$ cat src/rtl/div_seq_if.sv
// Handshake/bus bundle between the EX stage (master) and the div_seq sequencer (slave).
interface div_seq_if #(
  parameter int unsigned DATA_W = 32
);
  logic                  start;
  logic                  annul;
  logic                  signed_div;
  logic [DATA_W-1:0]     opdata1;
  logic [DATA_W-1:0]     opdata2;
  logic [2*DATA_W-1:0]   result;
  logic                  ready;
  logic                  stallreq_c;

  modport master (
    output start, annul, signed_div, opdata1, opdata2,
    input  result, ready, stallreq_c
  );

  modport slave (
    input  start, annul, signed_div, opdata1, opdata2,
    output result, ready, stallreq_c
  );
endinterface

$ cat src/rtl/div_seq.sv
// Radix-2 restoring divider sequencer for DIV/DIVU; one quotient bit per clock.
// Optional macro DIV_EARLY_OUT_EN: finish at once when |dividend| < |divisor|.
module div_seq #(
  parameter int unsigned DATA_W = 32
) (
  input  logic      clk,
  input  logic      rst,
  div_seq_if.slave  bus
);
  localparam int unsigned W     = DATA_W;
  localparam int unsigned CNT_W = $clog2(W + 1);

  typedef enum logic [1:0] {S_IDLE, S_BY_ZERO, S_ON, S_END} state_t;

  state_t             state, state_next;
  logic [CNT_W-1:0]   cnt, cnt_next;
  logic [W:0]         rem, rem_next;
  logic [W-1:0]       quo, quo_next;
  logic [W-1:0]       dvs, dvs_next;
  logic               neg_q, neg_q_next;
  logic               neg_r, neg_r_next;
  logic [2*W-1:0]     result_next;
  logic               ready_next;

  logic [W-1:0]       abs1, abs2;
  logic               accept, div_zero, early, last_iter;
  logic [W:0]         rem_sh;
  logic [W+1:0]       diff;
  logic               borrow;
  logic [W-1:0]       q_fix, r_fix;

  // Magnitudes are only taken for signed divides
  assign abs1 = (bus.signed_div && bus.opdata1[W-1]) ? W'(-bus.opdata1) : bus.opdata1;
  assign abs2 = (bus.signed_div && bus.opdata2[W-1]) ? W'(-bus.opdata2) : bus.opdata2;

  assign accept    = bus.start && !bus.annul;
  assign div_zero  = (bus.opdata2 == W'(0));
  assign last_iter = (cnt == CNT_W'(W));

`ifdef DIV_EARLY_OUT_EN
  assign early = !div_zero && (abs1 < abs2);
`else
  assign early = 1'b0;
`endif

  // One restoring step: shift left, trial-subtract the divisor
  assign rem_sh = {rem[W-1:0], quo[W-1]};
  assign diff   = {1'b0, rem_sh} - {2'b00, dvs};
  assign borrow = diff[W+1];

  assign q_fix = neg_q ? W'(-quo) : quo;
  assign r_fix = neg_r ? W'(-rem[W-1:0]) : rem[W-1:0];

  assign bus.stallreq_c = bus.start && !bus.ready && !bus.annul;

  // State register and registered datapath/outputs
  always_ff @(posedge clk) begin
    if (rst) begin
      state      <= S_IDLE;
      cnt        <= '0;
      rem        <= '0;
      quo        <= '0;
      dvs        <= '0;
      neg_q      <= 1'b0;
      neg_r      <= 1'b0;
      bus.result <= '0;
      bus.ready  <= 1'b0;
    end else begin
      state      <= state_next;
      cnt        <= cnt_next;
      rem        <= rem_next;
      quo        <= quo_next;
      dvs        <= dvs_next;
      neg_q      <= neg_q_next;
      neg_r      <= neg_r_next;
      bus.result <= result_next;
      bus.ready  <= ready_next;
    end
  end

  // Next-state logic
  always_comb begin
    state_next = state;
    case (state)
      S_IDLE: begin
        if (accept) begin
          if (div_zero)   state_next = S_BY_ZERO;
          else if (early) state_next = S_END;
          else            state_next = S_ON;
        end
      end
      S_BY_ZERO: state_next = bus.annul ? S_IDLE : S_END;
      S_ON: begin
        if (bus.annul)      state_next = S_IDLE;
        else if (last_iter) state_next = S_END;
      end
      S_END: begin
        if (!bus.start) state_next = S_IDLE;
      end
      default: state_next = S_IDLE;
    endcase
  end

  // Datapath and output next values
  always_comb begin
    cnt_next    = cnt;
    rem_next    = rem;
    quo_next    = quo;
    dvs_next    = dvs;
    neg_q_next  = neg_q;
    neg_r_next  = neg_r;
    result_next = bus.result;
    ready_next  = bus.ready;

    if (state == S_IDLE && state_next == S_ON) begin
      cnt_next   = '0;
      rem_next   = '0;
      quo_next   = abs1;
      dvs_next   = abs2;
      neg_q_next = bus.signed_div && (bus.opdata1[W-1] ^ bus.opdata2[W-1]);
      neg_r_next = bus.signed_div && bus.opdata1[W-1];
    end else if (state == S_ON && state_next == S_ON) begin
      rem_next = borrow ? rem_sh : diff[W:0];
      quo_next = {quo[W-2:0], ~borrow};
      cnt_next = cnt + CNT_W'(1);
    end

    case (state_next)
      S_IDLE: begin
        result_next = '0;
        ready_next  = 1'b0;
      end
      S_END: begin
        if (state != S_END) begin
          ready_next = 1'b1;
          case (state)
            S_ON:    result_next = {r_fix, q_fix};
            S_IDLE:  result_next = {bus.opdata1, W'(0)};
            default: result_next = '0;
          endcase
        end
      end
      default: begin
        result_next = '0;
        ready_next  = 1'b0;
      end
    endcase
  end
endmodule

$ cat src/flat_wrapper.sv
// flat-port wrapper written by rule: the top's interface ports become plain ports
module div_seq_flat 
#(
  parameter int unsigned DATA_W = 32
)
  (clk, rst, bus_start, bus_annul, bus_signed_div, bus_opdata1, bus_opdata2, bus_result, bus_ready, bus_stallreq_c);
  div_seq_if #(.DATA_W(DATA_W)) bus_i ();
  input  logic clk;
  input  logic rst;
  input wire logic [$bits(bus_i.start)-1:0] bus_start;
  input wire logic [$bits(bus_i.annul)-1:0] bus_annul;
  input wire logic [$bits(bus_i.signed_div)-1:0] bus_signed_div;
  input wire logic [$bits(bus_i.opdata1)-1:0] bus_opdata1;
  input wire logic [$bits(bus_i.opdata2)-1:0] bus_opdata2;
  output wire logic [$bits(bus_i.result)-1:0] bus_result;
  output wire logic [$bits(bus_i.ready)-1:0] bus_ready;
  output wire logic [$bits(bus_i.stallreq_c)-1:0] bus_stallreq_c;
  assign bus_i.start = bus_start;
  assign bus_i.annul = bus_annul;
  assign bus_i.signed_div = bus_signed_div;
  assign bus_i.opdata1 = bus_opdata1;
  assign bus_i.opdata2 = bus_opdata2;
  assign bus_result = bus_i.result;
  assign bus_ready = bus_i.ready;
  assign bus_stallreq_c = bus_i.stallreq_c;
  div_seq #(.DATA_W(DATA_W)) u_core (.clk(clk), .rst(rst), .bus(bus_i));
endmodule
$ cat config.mk
export PLATFORM = sky130hd
export DESIGN_NAME = div_seq_flat
export DESIGN_NICKNAME = d
export VERILOG_FILES = /design/src/rtl/div_seq_if.sv /design/src/rtl/div_seq.sv /design/src/flat_wrapper.sv
export SDC_FILE = /design/constraint.sdc
export NUM_CORES = 1
export LEC_CHECK = 0
export ABC_AREA = 1
export BUFFER_PORTS_ARGS = -buffer_cell sky130_fd_sc_hd__buf_4
export CAP_MARGIN = 15
export CORE_AREA = 2 2 173 175
export DETAILED_ROUTE_END_ITERATION = 8
export DIE_AREA = 0 0 175 177
export GPL_TIMING_DRIVEN = 0
export PLACE_DENSITY = 0.72
export SYNTH_ARGS = -nofsm -noshare
export SYNTH_HDL_FRONTEND = slang
export SYNTH_SLANG_ARGS = --single-unit
$ cat constraint.sdc
create_clock -name clk -period 2.1 [get_ports clk]
set_input_delay 0 -clock clk [delete_from_list [all_inputs] [get_ports clk]]
set_output_delay 0 -clock clk [all_outputs]
set_load 0.01 [all_outputs]
Word-level counts from Yosys, hierarchy flattened
Index checks and enable logic that the tools add are counted.
- input port bits: 69
- flip-flop bits (word level): 171
- equality and inequality tests: 7
- bitwise operators: 3
- mux-type cells: 15
- reduce and logical (&&, ||, !) cells: 15
- add/sub/neg operators: 6
- operators with widths (operator ; count):
    2-to-1 mux 32 bit ; 7
    negation 32 bit ; 4
    case mux 64 bit (2 select lines) ; 1
    subtractor 33 x 32 -> 34 bit ; 1
    zero test 32 bit ; 1
    2-to-1 mux 2 bit ; 6
    equality test 2 bit, second input constant ; 4
    logical AND 1 bit ; 8
    case mux 2 bit (4 select lines) ; 1
    adder 6 x 1 -> 6 bit, second input constant ; 1
    equality test 6 bit, second input constant ; 1
    OR reduction 2 bit ; 2
    equality test 2 x 1 -> 1 bit, second input constant ; 1
    zero test 1 bit ; 2
    zero test 2 bit ; 1
    != test 2 bit, second input constant ; 1
    NOT 1 bit ; 2
    nonzero test 2 bit ; 1
    XOR 1 bit ; 1

Depth between registers and ports, before layout
- word-level depth: 8
- gate-level depth with buffers: 19
- mapped depth without buffers: 17

Worst setup path before layout
No wires, ideal clock.
- path kind: flip-flop to flip-flop
- start: reg u_core.dvs[2]
- end: reg u_core.rem[1]
- clock period less this slack: 1972 ps
- setup slack: 128 ps
- library setup time: 117 ps
- cell stages (with the launch flop): 19
- data required time: 1983 ps
- arrival: 1855 ps
- cell sequence: dfxtp_1 > inv_1 > ha_1 > buf_2 > nand2_1 > nand2_1 > nand2_1 > nand2_1 > nand2_1 > nand3_2 > nand2_1 > nand2_1 > nand2_1 > nand2_2 > inv_2 > buf_2 > nor2_1 > nor3_1 > nor2_1
- word-level cells in the longest chain between the ends: 2
- ends and longest elaborated chain (item ; line ; source):
    start, declared ; div_seq.sv:19 ; logic [W-1:0] dvs, dvs_next;
    start signal, assigned ; div_seq.sv:73 ; dvs <= dvs_next;
    subtractor 33 x 32 -> 34 bit ; div_seq.sv:48 ; assign diff = {1'b0, rem_sh} - {2'b00, dvs};
    2-to-1 mux 32 bit ; div_seq.sv:123 ; rem_next = borrow ? rem_sh : diff[W:0];
    end signal, assigned ; div_seq.sv:71 ; rem <= rem_next;
    end, declared ; div_seq.sv:17 ; logic [W:0] rem, rem_next;
Every way passes these cells.
A chain may end at the register's enable or synchronous reset.

Final worst setup path
- start: reg u_core.rem[5]
- end: reg u_core.rem[26]
- word-level cells in the longest chain between the ends: 2
- ends and longest elaborated chain (item ; line):
    subtractor 33 x 32 -> 34 bit ; div_seq.sv:48
    2-to-1 mux 32 bit ; div_seq.sv:123
Every way passes these cells.

==> impl_metrics.sql <==
INSERT INTO impl_metrics (metric_group, metric, value, unit) VALUES
('synth', 'synth.net_count', '2316', ''),
('run_status', 'failed_checks', 'DRC, setup timing', ''),
('placed_design', 'dpl.cell_count', '2731', ''),
('run_status', 'outcome', 'finished with violations', ''),
('power', 'power_per_cell_area', '713', 'nW/um^2'),
('hold_path', 'timing.hold.worst.start', 'bus_opdata2[21]', ''),
('timing', 'hold_ws', '0.0207', 'ns'),
('critical_path', 'reg2reg_from', 'u_core.rem[5]$_SDFFE_PP0P_', ''),
('timing', 'final.period_utilization', '1.02', ''),
('critical_path', 'worst_path_largest_cell_delay', '0.37', 'ns'),
('global_routing', 'grt_max_degree', '17', ''),
('layout', 'antenna_cells', '0', ''),
('synth', 'post-synth-top-area-cell', 'dfxtp_1', ''),
('synth', 'instance_count_of_the_mapped_netlist', '2208', ''),
('timing', 'slew-limit-headroom', '0.500', ''),
('placed_design', 'detailed_place_hpwl', '40800', 'um'),
('die', 'dieArea', '31000', 'um^2'),
('clock_tree', 'clkSinkCount', '171', ''),
('route', 'first_pass_iters', '9', ''),
('synth', 'yosys.area_share.simple', '0.381', ''),
('clock_tree', 'worst_skew_pair.late_latency', '0.45', 'ns'),
('synth', 'synth-compound-area-share', '0.159', ''),
('critical_path', 'worst-endpoint-arrival', '2.51', 'ns'),
('synth', 'synth_top_cells_by_area', 'dfxtp_1 26%, nand2_1 18%, inv_1 8.7%', ''),
('synth', 'yosys.cell_types.count', '48', ''),
('layout', 'finish.net_count', '2571', ''),
('critical_path', 'cp_num_buf_inv', '3', ''),
('synth', 'synth_top_family_by_area', 'simple AND/OR/NAND/NOR gates', ''),
('clock_tree', 'cts.reportedPaths.clkPinSlew', '0.07', 'ns'),
('timing', 'fin_ws', '-0.0364', 'ns'),
('die', 'top_level_pins', '135', ''),
('route', 'post_drt_via_cell_ratio', '5.54', ''),
('synth', 'synth_seq_area_share', '0.264', ''),
('route', 'wl_per_cell', '18.8', 'um'),
('layout', 'layout-drive-gt1-share', '0.215', ''),
('timing', 'setup_viol', '9', ''),
('synth', 'synthArstFlopShare', '0', ''),
('critical_path', 'path_cells', 'ha_4 > nand2_1 > nand2_2 > nand2_1 > nand2_1 > inv_2 > nand3_4 > nand2_2 > nand2_2 > nand2_4 > nand2_8 > clkinv_8 > buf_12 > nand2_1 > nand3_1 > a21oi_2', ''),
('synth', 'synth-main-ff-cell', 'dfxtp_1', ''),
('timing', 'achievable-frequency', '468', 'MHz'),
('route', 'num_vias', '15900', ''),
('critical_path', 'setup.worst_path.start_class', 'register', ''),
('synth', 'xor_xnor_share_of_the_synthesized_area', '0.0378', ''),
('route', 'route.antenna.remaining_nets', '0', ''),
('critical_path', 'worst-r2r-setup-slack', '-0.04', 'ns'),
('die', 'dieWidth', '175', 'um'),
('hold_path', 'hold-path-cell-count', '4', ''),
('route', 'post-route-drc-count', '1', ''),
('timing', 'finalClockSkew', '0.0123', 'ns'),
('flow_run', 'cap_viol_max_count', '0', ''),
('route', 'wl', '54000', 'um'),
('clock_tree', 'cts_tree', 'built', ''),
('synth', 'yosysMostFrequentCell', 'nand2_1', ''),
('critical_path', 'cp_data_required_time', '2.47', 'ns'),
('critical_path', 'cp_top_family', 'simple AND/OR/NAND/NOR gates', ''),
('layout', 'final_cells', '2865', ''),
('die', 'core-area', '29200', 'um^2'),
('hold_path', 'whs_endpoint', 'u_core.dvs[21]$_SDFFE_PP0P_', ''),
('synth', 'synth_enable_flop_cells', '0', ''),
('global_routing', 'grt_pass1_vias', '14300', ''),
('clock_tree', 'cts-buffers-inserted', '17', ''),
('power', 'total_leakage_power', '7.79', 'nW'),
('layout', 'finalCoreUtilization', '0.589', ''),
('timing', 'timing_max_transition_violations_final', '0', ''),
('critical_path', 'crit_fanout', '10', ''),
('critical_path', 'worst-setup-path-type', 'reg -> reg', ''),
('clock_tree', 'clock_tree.buffer_depth', '2', ''),
('timing', 'fin_crit', '2.14', 'ns'),
('global_routing', 'wire_length_of_the_first_global_routing_pass', '80300', 'um'),
('timing', 'tightestPinTransition', '0.745', 'ns'),
('synth', 'postSynthAreaPerCell', '5.88', 'um^2');
-- how the worst max path moves through the flow --
stage / cells past startpoint / slack [ns] / from / endpoint
after detailed placement: 12 / -0.47 / u_core.dvs[29]$_SDFFE_PP0P_ / u_core.rem[27]$_SDFFE_PP0P_
final: 16 / -0.04 / u_core.rem[5]$_SDFFE_PP0P_ / u_core.rem[26]$_SDFFE_PP0P_
after global routing: 17 / -0.12 / u_core.dvs[6]$_SDFFE_PP0P_ / u_core.rem[26]$_SDFFE_PP0P_
after global placement: 12 / -0.46 / u_core.dvs[29]$_SDFFE_PP0P_ / u_core.rem[27]$_SDFFE_PP0P_
after CTS: 18 / 0.001 / u_core.dvs[2]$_SDFFE_PP0P_ / u_core.rem[17]$_SDFFE_PP0P_
after floorplan: 18 / 0.13 / u_core.dvs[2]$_SDFFE_PP0P_ / u_core.rem[1]$_SDFFE_PP0P_
-- state kept, by name (all words and copies together) (netlist names) --
| signal | count |
|---|---|
| u_core.quo | 32 |
| u_core.state | 2 |
| u_core.bus.ready | 1 |
| u_core.rem | 32 |
| u_core.neg_r | 1 |
| u_core.dvs | 32 |
| u_core.cnt | 6 |
| u_core.bus.result | 64 |
| u_core.neg_q | 1 |
-- worst min-delay path, delay by kind of cell --
family / cells / cell delay (ns)
compound gates: 1 / 0.09
buf+inv: 2 / 0.13
xor+xnor: 1 / 0.19
-- layer usage --
layer	GRT usage	routed length, um
met5	0	0
met4	0.103	1720
met3	0.0588	4690
met2	0.537	24000
met1	0.454	23600
-- stage by stage --
step | TNS, ns | cell area (um^2) | total power, mW | worst slack [ns]
2_1_floorplan | 0 | 13000 | 6.46 | 0.128
3_3_place_gp | -27.80 | 14500 | 7.68 | -0.463
3_5_place_dp | -29.75 | 14500 | 7.71 | -0.470
4_1_cts | 0 | 16400 | 11.5 | 0.00101
5_1_grt | -2.32 | 17200 | 12.9 | -0.122
6_report | -0.133 | 17200 | 12.3 | -0.0364
-- placed cells by master, fill, tap and decap left out, drive strengths merged, types with 4 or more instances in the layout --
cell / synthesis / final
nor3: 38 / 38
xnor2: 17 / 17
a32oi: 4 / 4
o211ai: 14 / 14
buf: 36 / 215
nand3b: 6 / 6
a31oi: 25 / 25
inv: 307 / 311
a21oi: 167 / 167
dlygate4sd3: 0 / 55
clkbuf: 47 / 68
ha: 38 / 38
o21ai: 141 / 141
o22ai: 17 / 17
o21bai: 4 / 4
nor2: 250 / 250
nand2: 630 / 630
or2: 6 / 6
o32ai: 4 / 4
clkinv: 2 / 5
nand3: 202 / 202
nand4: 28 / 28
xor2: 39 / 39
dfxtp: 171 / 171
-- area by class of cell --
type                    count  area [um^2]  area share
multi-input cells        1645         8990       0.522
inverters                 309         1190      0.0692
well taps                 390          488      0.0283
plain buffers              82          510      0.0297
flip-flops and latches    171         3500       0.203
clock inverters            12          136     0.00792
repair buffers            237         1950       0.113
clock buffers              19          453      0.0263
-- power breakdown --
group / internal, mW / switching [mW]
registers: 3.43 / 0.234
clock network: 1.83 / 1.47
logic: 1.96 / 3.35
-- cells by family (layout without fill, tap and decap cells) --
family                     after synthesis  in the layout
adders and majority gates               39             39
xor gates and xnor gates                56             56
and+or+nand+nor                       1168           1168
AOI/OAI and AO/OA                      382            382
buffers and inverters                  392            659
DFF                                    171            171
-- what timing repair did --
item	CTS	global route
hold endpoints to repair	57	0
setup endpoints to repair	141	117
pin swaps	22	55
gates cloned	2	2
resized for setup	135	225
buffers inserted	20	26
hold buffers	55	0
Power figures use the tool's default switching activity.
